<file path="src/rtl/control_unit.sv">
`default_nettype none
// ============================================================================
//  Module   : control_unit
//  Purpose  : Multi-cycle accumulator CPU sequencer. Fetches two-byte
//             instructions (opcode, operand) over a req/ack memory port,
//             drives an external ALU and holds ACC, PC and the fz/fc flags.
//  Revision : 1.0  initial release
// ============================================================================
module control_unit #(
  parameter logic [7:0] RESET_PC = 8'h00
) (
  input  logic       clk_i,
  input  logic       rst_ni,
  output logic       mem_req_o,
  output logic       mem_we_o,
  output logic [7:0] mem_addr_o,
  output logic [7:0] mem_wdata_o,
  input  logic [7:0] mem_rdata_i,
  input  logic       mem_ack_i,
  output logic [7:0] alu_x_o,
  output logic [7:0] alu_y_o,
  output logic [2:0] alu_op_o,
  input  logic [7:0] alu_r_i,
  input  logic [1:0] alu_flags_i,
  output logic [7:0] acc_o,
  output logic [7:0] pc_o,
  output logic [1:0] flags_o,
  output logic       halted_o,
  output logic       instr_done_o
);

  localparam logic [2:0] FETCH_OP  = 3'd0;
  localparam logic [2:0] FETCH_ARG = 3'd1;
  localparam logic [2:0] EXEC      = 3'd2;
  localparam logic [2:0] READ      = 3'd3;
  localparam logic [2:0] WRITE     = 3'd4;
  localparam logic [2:0] HALT      = 3'd5;

  localparam logic [3:0] OP_ADD = 4'b0000;
  localparam logic [3:0] OP_SUB = 4'b0001;
  localparam logic [3:0] OP_LDA = 4'b0010;
  localparam logic [3:0] OP_STA = 4'b0011;
  localparam logic [3:0] OP_JMP = 4'b0100;
  localparam logic [3:0] OP_JZ  = 4'b0101;
  localparam logic [3:0] OP_JC  = 4'b0110;
  localparam logic [3:0] OP_LDI = 4'b0111;
  localparam logic [3:0] OP_HLT = 4'b1111;

  logic [2:0] state_q, state_d;
  logic [7:0] pc_q, pc_d;
  logic [7:0] acc_q, acc_d;
  // Only the opcode nibble of the instruction byte is ever used, so only it is kept.
  logic [7:4] ir_q, ir_d;
  logic [7:0] arg_q, arg_d;
  logic       fz_q, fz_d;
  logic       fc_q, fc_d;

  logic       req;
  logic       xfer;
  logic       mem_op;

  // Memory port request and address decode; reset forces the request low at once.
  always_comb begin
    req         = 1'b0;
    mem_we_o    = 1'b0;
    mem_addr_o  = 8'h00;
    unique case (state_q)
      FETCH_OP, FETCH_ARG: begin
        req        = rst_ni;
        mem_addr_o = rst_ni ? pc_q : 8'h00;
      end
      READ: begin
        req        = rst_ni;
        mem_addr_o = rst_ni ? arg_q : 8'h00;
      end
      WRITE: begin
        req        = rst_ni;
        mem_we_o   = rst_ni;
        mem_addr_o = rst_ni ? arg_q : 8'h00;
      end
      default: ;
    endcase
  end

  assign mem_req_o   = req;
  assign xfer        = req & mem_ack_i;
  assign mem_wdata_o = acc_q;
  assign alu_x_o     = acc_q;
  assign alu_y_o     = (state_q == READ) ? mem_rdata_i : arg_q;
  assign alu_op_o    = ir_q[6:4];
  assign acc_o       = acc_q;
  assign pc_o        = pc_q;
  assign flags_o     = {fc_q, fz_q};
  assign halted_o    = (state_q == HALT);
  assign mem_op      = (ir_q == OP_ADD) || (ir_q == OP_SUB) ||
                       (ir_q == OP_LDA) || (ir_q == OP_STA);

  // Final cycle of an instruction: EXEC for non-memory ops (HLT included, as it
  // enters HALT on this edge), or the completing cycle of READ/WRITE.
  always_comb begin
    instr_done_o = 1'b0;
    if (rst_ni) begin
      if (state_q == EXEC)
        instr_done_o = !mem_op;
      else if ((state_q == READ) || (state_q == WRITE))
        instr_done_o = xfer;
    end
  end

  // Next-state and datapath update logic for the instruction sequencer.
  always_comb begin
    state_d = state_q;
    pc_d    = pc_q;
    acc_d   = acc_q;
    ir_d    = ir_q;
    arg_d   = arg_q;
    fz_d    = fz_q;
    fc_d    = fc_q;
    unique case (state_q)
      FETCH_OP: if (xfer) begin
        ir_d    = mem_rdata_i[7:4];
        pc_d    = pc_q + 8'd1;
        state_d = FETCH_ARG;
      end
      FETCH_ARG: if (xfer) begin
        arg_d   = mem_rdata_i;
        pc_d    = pc_q + 8'd1;
        state_d = EXEC;
      end
      EXEC: begin
        state_d = FETCH_OP;
        case (ir_q)
          OP_ADD, OP_SUB, OP_LDA: state_d = READ;
          OP_STA: state_d = WRITE;
          OP_JMP: pc_d = arg_q;
          OP_JZ:  if (fz_q) pc_d = arg_q;
          OP_JC:  if (fc_q) pc_d = arg_q;
          OP_LDI: begin
            acc_d = alu_r_i;
            fz_d  = alu_flags_i[0];
          end
          OP_HLT: state_d = HALT;
          default: ;
        endcase
      end
      READ: if (xfer) begin
        acc_d   = alu_r_i;
        fz_d    = alu_flags_i[0];
        // Carry is architecturally meaningful only for arithmetic.
        if ((ir_q == OP_ADD) || (ir_q == OP_SUB))
          fc_d = alu_flags_i[1];
        state_d = FETCH_OP;
      end
      WRITE: if (xfer) state_d = FETCH_OP;
      HALT: state_d = HALT;
      default: state_d = FETCH_OP;
    endcase
  end

  // Architectural state registers with asynchronous active-low reset.
  always_ff @(posedge clk_i or negedge rst_ni) begin
    if (!rst_ni) begin
      state_q <= FETCH_OP;
      pc_q    <= RESET_PC;
      acc_q   <= 8'h00;
      ir_q    <= 4'h0;
      arg_q   <= 8'h00;
      fz_q    <= 1'b0;
      fc_q    <= 1'b0;
    end else begin
      state_q <= state_d;
      pc_q    <= pc_d;
      acc_q   <= acc_d;
      ir_q    <= ir_d;
      arg_q   <= arg_d;
      fz_q    <= fz_d;
      fc_q    <= fc_d;
    end
  end

endmodule
`default_nettype wire

</file>
<file path="config.mk">
export PLATFORM = sky130hd
export DESIGN_NAME = control_unit
export DESIGN_NICKNAME = d
export VERILOG_FILES = /design/src/rtl/control_unit.sv
export SDC_FILE = /design/constraint.sdc
export NUM_CORES = 1
export LEC_CHECK = 0
export BUFFER_PORTS_ARGS = -buffer_cell sky130_fd_sc_hd__buf_2
export CAP_MARGIN = 0
export CORE_MARGIN = 4
export CORE_UTILIZATION = 37
export DETAILED_ROUTE_END_ITERATION = 8
export PLACE_DENSITY = 0.73
export SYNTH_ARGS = -nofsm -noshare
export SYNTH_HDL_FRONTEND = slang
export SYNTH_SLANG_ARGS = --single-unit
</file>
<file path="constraint.sdc">
create_clock -name clk_i -period 5.1 [get_ports clk_i]
set_clock_uncertainty 0.1 [all_clocks]
set_input_delay 0.255 -clock clk_i [delete_from_list [all_inputs] [get_ports clk_i]]
set_output_delay 0.255 -clock clk_i [all_outputs]
set_load 0.02 [all_outputs]
</file>
==> impl_metrics.py <==
metrics = {
    "worst_hold_path": {
        "hold_end": "fz_q",
        "worstHoldPathCells": 3,
        "worstHoldPathType": "primary input to flop",
        "min_from": "alu_flags_i[0]",
    },
    "clock_tree": {
        "clkLatencyLatePin_ns": 0.28,
        "post_cts_buffers": 0,
        "clock_path_buffers": 2,
        "post_cts_resize_count": 0,
        "root_buffer": "clkbuf_8",
        "cts.sinks": 33,
        "tritoncts": "done",
        "clkTransAtPathRegs_ns": 0.07,
        "cts_max_level": 2,
        "numCtsBuffers": 5,
    },
    "floorplan": {
        "die-area_um2": 6940,
        "die_w_um": 83.3,
        "die_h_um": 83.3,
        "pin_count": 78,
        "core-area_um2": 5510,
        "rows": 27,
        "initial_core_util": 0.381,
    },
    "sta": {
        "finalHoldViolCount": 0,
        "max_slew_margin": 0.635,
        "fin_setup_tns_ns": 0,
        "slew_viol_final": 0,
        "worst_slew_pin_slew_ns": 0.545,
        "finalSetupViolCount": 0,
        "min_period_ns": 2.58,
        "fmax_ghz": 0.388,
        "rsz0062_at_grt": "false",
        "final.period_utilization": 0.505,
    },
    "yosys": {
        "syn_inst": 221,
        "syn_nets": 243,
        "ys.warnings.count": 0,
        "ys_ff_latch": 33,
        "synth.avg_cell_area_um2": 9.49,
        "synth.distinct_cells": 36,
        "synthesis.area_um2": 2100,
        "yosysSeqAreaShare": 0.394,
    },
    "route": {
        "antenna_left": 0,
        "via_count": 1814,
        "firstDrtPassIters": 4,
        "wire_per_inst_um": 14.7,
        "drtIter0Drc": 129,
        "vias_per_cell": 5.20,
        "drt-total-wl_mm": 5.12,
        "drc": 0,
    },
    "cells_and_area": {
        "nets": 298,
        "layout-drive-gt1-share": 0.444,
        "instances_no_fill": 349,
        "area_delta_synth_final_pct": 18.9,
        "diodes": 0,
        "mostFrequentLayoutCell": "buf_2",
        "final_design_area_no_fill_um2": 2490,
        "final_cell_mix": "77 x buf_2, 33 x dfrtp_1, 29 x mux2_2",
        "fillers": 551,
        "final_core_util": 0.453,
    },
    "power_and_ir_drop": {
        "cellLeakagePower_nw": 1.14,
        "powerDensity_nw_per_um2": 748,
        "peakVddDrop_mv": 0.229,
        "p_total_w": 0.00187,
    },
    "worst_setup_path": {
        "critPathRequiredTime_ns": 5.17,
        "worst_path_largest_cell_delay_ns": 0.53,
        "critical_path.max_fanout": 47,
        "cpMostUsedCell": "nand2_1",
        "worstReg2RegStart": "state_q[0]",
        "reg2reg_depth": 4,
        "endpoint_kind": "flop",
        "crit_chain": "dlygate4sd3_1 > buf_2 > buf_4 > nand2_1 > nor3_2 > nand2_1 > mux2_2",
        "crit_slowest_cell": "dlygate4sd3_1",
        "criticalPathCategory": "primary input to flop",
        "rr_endpoint": "acc_o[7]",
        "cpLargestDelayFamily": "buffers and inverters",
        "r2r_slack_ns": 2.81,
        "start_kind": "primary input",
        "worst-path-buf-inv": 3,
        "arrival_ns": 2.64,
    },
    "global_routing": {
        "antenna_found_initial": 0,
        "grt.overflow.total": 0,
        "grt_pass1_wl_mm": 8.63,
        "grt_max_degree": 48,
        "grt_usage": 0.152,
        "grt_pass1_vias": 1716,
    },
    "placed_design": {
        "io_buffers": 77,
        "dp_hpwl_mm": 3.85,
        "numPlacedInstances": 340,
        "post_dp_cell_area_um2": 2370,
        "finalWeightedCongestion": 0.849,
    },
    "run": {
        "max-cap-violations": 0,
    },
    "status": {
        "outcome": "finished clean",
    },
}
[synth_stat cells]
master      n  area (µm²)
dfrtp_1    33         826
mux2_2     29         327
buf_4      23         173
nand2_1    23        86.3
o21ai_0    18        90.1
a21oi_1    15        75.1
and2_1     10        62.6
a22oi_1     8        60.1
inv_1       8        30.0
nand3_1     6        30.0
nor2_1      6        22.5
clkbuf_1    5        18.8
nor2b_1     4        25.0
o22ai_1     3        18.8
o31ai_1     3        22.5
buf_2       2        10.0
nand2_2     2        12.5
nor3_1      2        10.0
nor3_2      2        20.0
or2_2       2        12.5
or3_1       2        12.5
a211oi_1    1        7.51
a31o_2      1        8.76
a31oi_1     1        6.26
a32oi_1     1        8.76
and3_1      1        6.26
buf_6       1        11.3
ha_1        1        12.5
mux2i_1     1        10.0
nand4_1     1        6.26
nand4bb_1   1        11.3
nor3b_4     1        18.8
nor4_1      1        6.26
o22ai_4     1        20.0
o32a_1      1        10.0
xnor2_1     1        8.76
[area by class of cell]
type	instances	area [µm²]	share of cell area
Clock buffer	7	86.3	0.0346
Sequential cell	33	826	0.331
Tap cell	72	90.1	0.0361
Inverter	8	30.0	0.0120
Timing Repair Buffer	79	403	0.162
Clock inverter	1	30.0	0.0120
Multi-Input combinational cell	149	1030	0.412
[cell families (layout without fill, tap and decap cells)]
| kind of cell | Yosys count | after routing | synth area share |
|---|---|---|---|
| flops | 33 | 33 | 0.394 |
| xor+xnor | 1 | 1 | 0.00418 |
| buf+inv | 39 | 95 | 0.116 |
| simple gates | 64 | 64 | 0.163 |
| compound gates | 53 | 53 | 0.156 |
| fa+ha+maj | 1 | 1 | 0.00597 |
| mux | 30 | 30 | 0.160 |
[layer usage]
| metal | GRT usage | routed length [µm] | vias to the layer above |
|---|---|---|---|
| li1 | - | - | 871 |
| met1 | 0.201 | 2240 | 877 |
| met2 | 0.230 | 2430 | 58 |
| met3 | 0.0397 | 327 | 8 |
| met4 | 0.0698 | 117 | 0 |
| met5 | 0 | 0 | - |
[repair_timing]
action | CTS | global route
endpoints found under the hold margin | 33 | 0
setup endpoints to repair | 0 | 0
hold buffers | 1 | 0
[report_power, final]
group / total, W / internal, W / leakage [nW] / switching [W]
registers: 0.000585 / 0.000391 / 0.394 / 0.000193
clock network: 0.000251 / 0.000159 / 0.0585 / 0.0000922
logic: 0.00103 / 0.000414 / 0.691 / 0.000616
[worst max path at each step]
stage / from / slack [ns] / to / cells past startpoint
after detailed placement: rst_ni / 2.76 / arg_q[2] / 6
after global placement: rst_ni / 2.77 / arg_q[3] / 6
final: rst_ni / 2.52 / arg_q[2] / 7
after floorplan: state_q[2] / 3.34 / instr_done_o / 5
after global routing: state_q[2] / 2.32 / mem_addr_o[7] / 6
after CTS: rst_ni / 2.53 / arg_q[2] / 7
[metrics by stage]
stage | hold WS, ns | setup WS [ns]
floorplan | -0.141 | 3.34
global placement | 0.239 | 2.77
detailed placement | 0.244 | 2.76
CTS | 0.0805 | 2.53
global route | 0.0924 | 2.32
finish | 0.0846 | 2.52
[state kept, by name, indices dropped and copies added, names as in the netlist]
register,flops
acc_o,8
arg_q,8
pc_o,8
ir_q,4
state_q,3
fc_q,1
fz_q,1
[tightest hold or removal path, stage by stage]
cell,delay (ns)
buf_2,0.08
nand2_1,0.04
o21ai_0,0.06
(Power assumes the default switching activity.)
